===== src/rtl/csr_trap_pkg.sv =====
// Shared constants, enums and the cause map for the CSR trap/return sequencer.
package csr_trap_pkg;

  localparam logic [11:0] CSR_MSTATUS = 12'h300;
  localparam logic [11:0] CSR_MTVEC   = 12'h305;
  localparam logic [11:0] CSR_MEPC    = 12'h341;
  localparam logic [11:0] CSR_MCAUSE  = 12'h342;

  localparam logic [31:0] CAUSE_ECALL   = 32'd11;
  localparam logic [31:0] CAUSE_EBREAK  = 32'd3;
  localparam logic [31:0] CAUSE_ILLEGAL = 32'd2;
  localparam logic [31:0] CAUSE_IRQ     = 32'h8000_0007;

  localparam int MSTATUS_MIE    = 3;
  localparam int MSTATUS_MPIE   = 7;
  localparam int MSTATUS_MPP_LO = 11;
  localparam int MSTATUS_MPP_HI = 12;

  typedef enum logic [1:0] {
    K_ECALL   = 2'd0,
    K_MRET    = 2'd1,
    K_EBREAK  = 2'd2,
    K_ILLEGAL = 2'd3
  } trap_kind_e;

  typedef enum logic [3:0] {
    S_IDLE, S_T_EPC, S_T_CAUSE, S_T_RDST, S_T_WRST, S_T_VEC,
    S_R_RDST, S_R_WRST, S_R_EPC, S_REDIR
  } state_e;

  function automatic logic [31:0] trap_cause(trap_kind_e k);
    case (k)
      K_ECALL:   return CAUSE_ECALL;
      K_EBREAK:  return CAUSE_EBREAK;
      K_ILLEGAL: return CAUSE_ILLEGAL;
      default:   return 32'd0;
    endcase
  endfunction

endpackage


===== src/rtl/csr_trap_seq_status_rmw.sv =====
// Combinational mstatus update for trap entry (is_ret=0) or mret (is_ret=1).
module csr_status_rmw
  import csr_trap_pkg::*;
#(
  parameter int DATA_WIDTH = 32
) (
  input  logic [DATA_WIDTH-1:0] old_status,
  input  logic                  is_ret,
  output logic [DATA_WIDTH-1:0] new_status
);

  always_comb begin
    new_status = old_status;
    new_status[MSTATUS_MPP_HI:MSTATUS_MPP_LO] = 2'b11;
    if (is_ret) begin
      new_status[MSTATUS_MIE]  = old_status[MSTATUS_MPIE];
      new_status[MSTATUS_MPIE] = 1'b1;
    end else begin
      new_status[MSTATUS_MPIE] = old_status[MSTATUS_MIE];
      new_status[MSTATUS_MIE]  = 1'b0;
    end
  end

endmodule


===== src/rtl/csr_trap_seq.sv =====
// Trap/return sequencer owning the CSR file ports; pipeline passes through when idle.
// Optional level-sensitive interrupt entry is enabled by defining CSR_TRAP_IRQ_EN.
module csr_trap_seq
  import csr_trap_pkg::*;
#(
  parameter int DATA_WIDTH = 32,
  parameter int CSR_AW     = 12
) (
  input  logic                  clk,
  input  logic                  rst_n,
`ifdef CSR_TRAP_IRQ_EN
  input  logic                  irq,
`endif
  input  logic                  trap_valid,
  output logic                  trap_ready,
  input  logic [1:0]            trap_kind,
  input  logic [DATA_WIDTH-1:0] trap_pc,
  input  logic                  pipe_wen,
  input  logic [CSR_AW-1:0]     pipe_waddr,
  input  logic [DATA_WIDTH-1:0] pipe_wdata,
  input  logic [CSR_AW-1:0]     pipe_raddr,
  output logic [DATA_WIDTH-1:0] pipe_rdata,
  output logic                  pipe_stall,
  output logic                  csr_wen,
  output logic [CSR_AW-1:0]     csr_waddr,
  output logic [DATA_WIDTH-1:0] csr_wdata,
  output logic [CSR_AW-1:0]     csr_raddr,
  input  logic [DATA_WIDTH-1:0] csr_rdata,
  output logic                  redirect_valid,
  output logic [DATA_WIDTH-1:0] redirect_pc,
  output logic                  busy
);

  localparam logic [CSR_AW-1:0] A_MSTATUS = CSR_AW'(CSR_MSTATUS);
  localparam logic [CSR_AW-1:0] A_MTVEC   = CSR_AW'(CSR_MTVEC);
  localparam logic [CSR_AW-1:0] A_MEPC    = CSR_AW'(CSR_MEPC);
  localparam logic [CSR_AW-1:0] A_MCAUSE  = CSR_AW'(CSR_MCAUSE);

  state_e                state;
  logic [DATA_WIDTH-1:0] pc_q, cause_q, status_q, target_q, status_new;
  logic                  irq_take;

  csr_status_rmw #(.DATA_WIDTH(DATA_WIDTH)) u_rmw (
    .old_status (status_q),
    .is_ret     (state == S_R_WRST),
    .new_status (status_new)
  );

`ifdef CSR_TRAP_IRQ_EN
  // Shadow MIE tracks every MSTATUS write that reaches the CSR file, from either source.
  logic shadow_mie;
  always_ff @(posedge clk or negedge rst_n) begin
    if (!rst_n) shadow_mie <= 1'b0;
    else if (csr_wen && csr_waddr == A_MSTATUS) shadow_mie <= csr_wdata[MSTATUS_MIE];
  end
  assign irq_take = irq & shadow_mie & ~trap_valid;
`else
  assign irq_take = 1'b0;
`endif

  always_ff @(posedge clk or negedge rst_n) begin
    if (!rst_n) begin
      state    <= S_IDLE;
      pc_q     <= '0;
      cause_q  <= '0;
      status_q <= '0;
      target_q <= '0;
    end else begin
      case (state)
        S_IDLE: begin
          if (trap_valid) begin
            pc_q    <= trap_pc;
            cause_q <= DATA_WIDTH'(trap_cause(trap_kind_e'(trap_kind)));
            state   <= (trap_kind_e'(trap_kind) == K_MRET) ? S_R_RDST : S_T_EPC;
          end else if (irq_take) begin
            pc_q    <= trap_pc;
            cause_q <= DATA_WIDTH'(CAUSE_IRQ);
            state   <= S_T_EPC;
          end
        end
        S_T_EPC:   state <= S_T_CAUSE;
        S_T_CAUSE: state <= S_T_RDST;
        S_T_RDST: begin
          status_q <= csr_rdata;
          state    <= S_T_WRST;
        end
        S_T_WRST:  state <= S_T_VEC;
        S_T_VEC: begin
          target_q <= {csr_rdata[DATA_WIDTH-1:2], 2'b00};
          state    <= S_REDIR;
        end
        S_R_RDST: begin
          status_q <= csr_rdata;
          state    <= S_R_WRST;
        end
        S_R_WRST:  state <= S_R_EPC;
        S_R_EPC: begin
          target_q <= csr_rdata;
          state    <= S_REDIR;
        end
        default:   state <= S_IDLE;
      endcase
    end
  end

  assign trap_ready = (state == S_IDLE);
  assign busy       = (state != S_IDLE);

  always_comb begin
    csr_wen        = 1'b0;
    csr_waddr      = '0;
    csr_wdata      = '0;
    csr_raddr      = '0;
    pipe_rdata     = '0;
    pipe_stall     = 1'b1;
    redirect_valid = 1'b0;
    redirect_pc    = '0;
    case (state)
      S_IDLE: begin
        // Gated by rst_n so nothing lands in the CSR file while reset is held.
        csr_wen    = pipe_wen & rst_n;
        csr_waddr  = pipe_waddr;
        csr_wdata  = pipe_wdata;
        csr_raddr  = pipe_raddr;
        pipe_rdata = csr_rdata;
        pipe_stall = 1'b0;
      end
      S_T_EPC: begin
        csr_wen   = 1'b1;
        csr_waddr = A_MEPC;
        csr_wdata = pc_q;
      end
      S_T_CAUSE: begin
        csr_wen   = 1'b1;
        csr_waddr = A_MCAUSE;
        csr_wdata = cause_q;
      end
      S_T_RDST, S_R_RDST: csr_raddr = A_MSTATUS;
      S_T_WRST, S_R_WRST: begin
        csr_wen   = 1'b1;
        csr_waddr = A_MSTATUS;
        csr_wdata = status_new;
      end
      S_T_VEC: csr_raddr = A_MTVEC;
      S_R_EPC: csr_raddr = A_MEPC;
      S_REDIR: begin
        redirect_valid = 1'b1;
        redirect_pc    = target_q;
      end
      default: ;
    endcase
  end

endmodule


===== config.mk =====
export PLATFORM = sky130hd
export DESIGN_NAME = csr_trap_seq
export DESIGN_NICKNAME = d
export VERILOG_FILES = /design/src/rtl/csr_trap_pkg.sv /design/src/rtl/csr_trap_seq_status_rmw.sv /design/src/rtl/csr_trap_seq.sv
export SDC_FILE = /design/constraint.sdc
export NUM_CORES = 1
export LEC_CHECK = 0
export ABC_CLOCK_PERIOD_IN_PS = 2300
export CAP_MARGIN = 25
export CORE_MARGIN = 8
export CORE_UTILIZATION = 42
export DETAILED_ROUTE_END_ITERATION = 10
export PLACE_DENSITY_LB_ADDON = 0.1
export SETUP_SLACK_MARGIN = 0.2
export SYNTH_ARGS = -nofsm -noshare
export SYNTH_HDL_FRONTEND = slang
export SYNTH_SLANG_ARGS = --single-unit
export TNS_END_PERCENT = 10

===== constraint.sdc =====
create_clock -name clk -period 2.3 [get_ports clk]
set_input_delay 0.46 -clock clk [delete_from_list [all_inputs] [get_ports clk]]
set_output_delay 0.46 -clock clk [all_outputs]
set_load 0.02 [all_outputs]

==> results.ini <==
[synth]
async_reset_ff_frac=1.000
synth_ff_type=dfrtp_1
synth_cells=480
synthDominantCellAreaShare=0.4695
yosys-top-cells-count=101 x dfrtp_1, 78 x and2_1, 36 x mux2_2
ys_ff_latch=101
yosysSeqAreaShare=0.4695
syn_nets=606
syn_area_per_cell_um2=11.21
synth_area_leaders=dfrtp_1 47%, and2_1 9.1%, mux2_4 8.1%
yosys_warnings=0
synth-edff-count=0
synth_area_leader_cell=dfrtp_1
synth_area_um2=5383
yosysMostFrequentCell=dfrtp_1
netlist-cell-type-count=41

[global_routing]
grt_pass1_wl_um=27830
gr-total-overflow=0
antenna_found_initial=0
grt_max_degree=78
grt_pass1_vias=5136
grt_usage=0.2149

[placed_design]
gp_congestion=0.8061
post_dp_cell_area_um2=8297
post-place-cells=903
port_buffers=250
dp_slack_ns=-0.3081
hpwlAfterDp_um=13270

[pwr]
p_per_area_nw_per_um2=1429
peakVddDrop_v=0.0008459
p_leak_nw=4.293

[setup_path]
critPathLaunch=state[1]
worstPathRequired_ns=1.84
worst-setup-path-type=flip-flop to output port
rrSetupSlack_ns=0.23
start_kind=flip-flop
crit_fanout=5
crit_path_end_kind=output port
regToRegStartpoint=state[1]
worstPathArrival_ns=1.96

[sta]
maxSlewViolCount=0
hold_ws_ns=0.1508
fin_crit_ns=2.423
rsz0062_at_grt=yes
maxSlewHeadroom=0.7096
hold_violations=0
worst_pin_slew_ns=0.4355
setup_violations=98
setup_slack_ns=-0.1230
fin_crit_sh=1.053
fmax_mhz=412.7
skew_ns=0.006470

[job]
maxCapViolCount=0

[layout]
fin_nets=892
instances_no_fill=943
fin_area_um2=9418
area_delta_synth_final_pct=74.97
fin_util=0.7493
multi_input_area_um2=2880
final-seq-area_um2=2530
n_fill_cell=871
n_antenna_cell=0
drive_gt1_frac=0.4799

[run_status]
outcome=finished with violations
violations=setup timing

[clocking]
clk_latency_ns=0.35
h-tree-depth=3
path_clk_slew_ns=0.07
ctsHoldBuffers=0
cts_buffers=9
cts.sinks=101
clk_path_buf_depth=2
cts_tree=done
root_buffer=clkbuf_16

[drt]
drtPass1Iterations=5
drc=0
wirelength_um=19840
avgViaCountPerCell=5.110
via_count=4819
wl_per_cell_um=21.04
first_iter_violations=201
ant_nets=0

[die]
ios=251
dieHeight_um=129.2
core_area_um2=12570
die_width_um=129.2
die_area_um2=16690
num_rows=41
start_util=0.4283

[min_path]
hp-class=input pin to asynchronous set/reset pin

report_power, final:
part / leakage (nW) / internal [W] / switching [W]
clock network: 0.133 / 0.000748 / 0.000710
registers: 1.19 / 0.00270 / 0.000574
logic: 2.97 / 0.00463 / 0.00410
total: 4.29 / 0.00808 / 0.00538
stage by stage:
| stage | total power [W] | TNS (ns) |
|---|---|---|
| finish | 0.01346 | -6.533 |
| detailed placement | 0.01057 | -18.53 |
| global placement | 0.01038 | -14.40 |
| CTS | 0.01242 | -1.633 |
| floorplan | 0.007464 | 0 |
| global route | 0.01418 | -14.99 |
flip-flops by register name, indices dropped and copies added, names as in the netlist:
signal	count
target_q	32
status_q	30
state	4
pc_q	32
cause_q	3
layout by cell type (no fill, tap or decap), drive strengths merged, types with 2 or more instances in the layout:
cell type / n
nor2: 5
a21o: 2
nor4: 3
clkinvlp: 2
a311oi: 2
a31oi: 2
nand2: 11
o221ai: 2
nor3b: 6
a21oi: 10
a211o: 3
dfrtp: 101
clkinv: 3
mux2: 95
nor2b: 4
clkdlybuf4s50: 124
buf: 179
clkbuf: 19
inv: 32
o22ai: 2
nor3: 4
and2: 78
a22oi: 31
o21ai: 32
a211oi: 3
nand2b: 4
o21a: 2
worst max-delay path, stage by stage (launching register included):
cell,delay [ns]
dfrtp_1,0.42
buf_6,0.14
nor4_4,0.27
buf_4,0.19
buf_12,0.14
clkbuf_16,0.15
a22oi_1,0.09
o21ai_2,0.08
buf_6,0.14
cells by family after synthesis:
group,after synthesis,synth area share
compound gates,93,0.1130
xor+xnor,2,0.003255
buf+inv,69,0.05741
flops,101,0.4695
mux,95,0.2190
simple gates,120,0.1378
final timing paths:
path                                      end  cells past startpoint
worst max-delay path            csr_wdata[26]                      8
worst min-delay path             status_q[15]                      2
worst max register to register       pc_q[18]                      8
worst min register to register     cause_q[1]                      1
max in group asynchronous        target_q[25]                      4
min in group clk                   cause_q[1]                      1
area by class of cell:
class,count,share of cell area
Clock buffer,9,0.02391
Sequential cell,101,0.2686
Tap cell,172,0.02285
Inverter,30,0.01196
Clock inverter,7,0.006244
Timing Repair Buffer,314,0.3606
Multi-Input combinational cell,310,0.3058
layer usage:
layer / up-vias / GRT usage / share of wire
li1: 2232 / - / -
met1: 2377 / 0.2345 / 0.38
met2: 184 / 0.3869 / 0.52
met3: 26 / 0.06122 / 0.080
met4: 0 / 0.08017 / 0.021
met5: - / 0 / 0
repair_timing:
item                                    in CTS  in global routing
setup buffers                                5                  3
pin swaps                                    8                 47
endpoints found under the setup margin     125                155
gates resized for setup                    744                 96
cloned                                       2                 13
(Power assumes the default switching activity.)
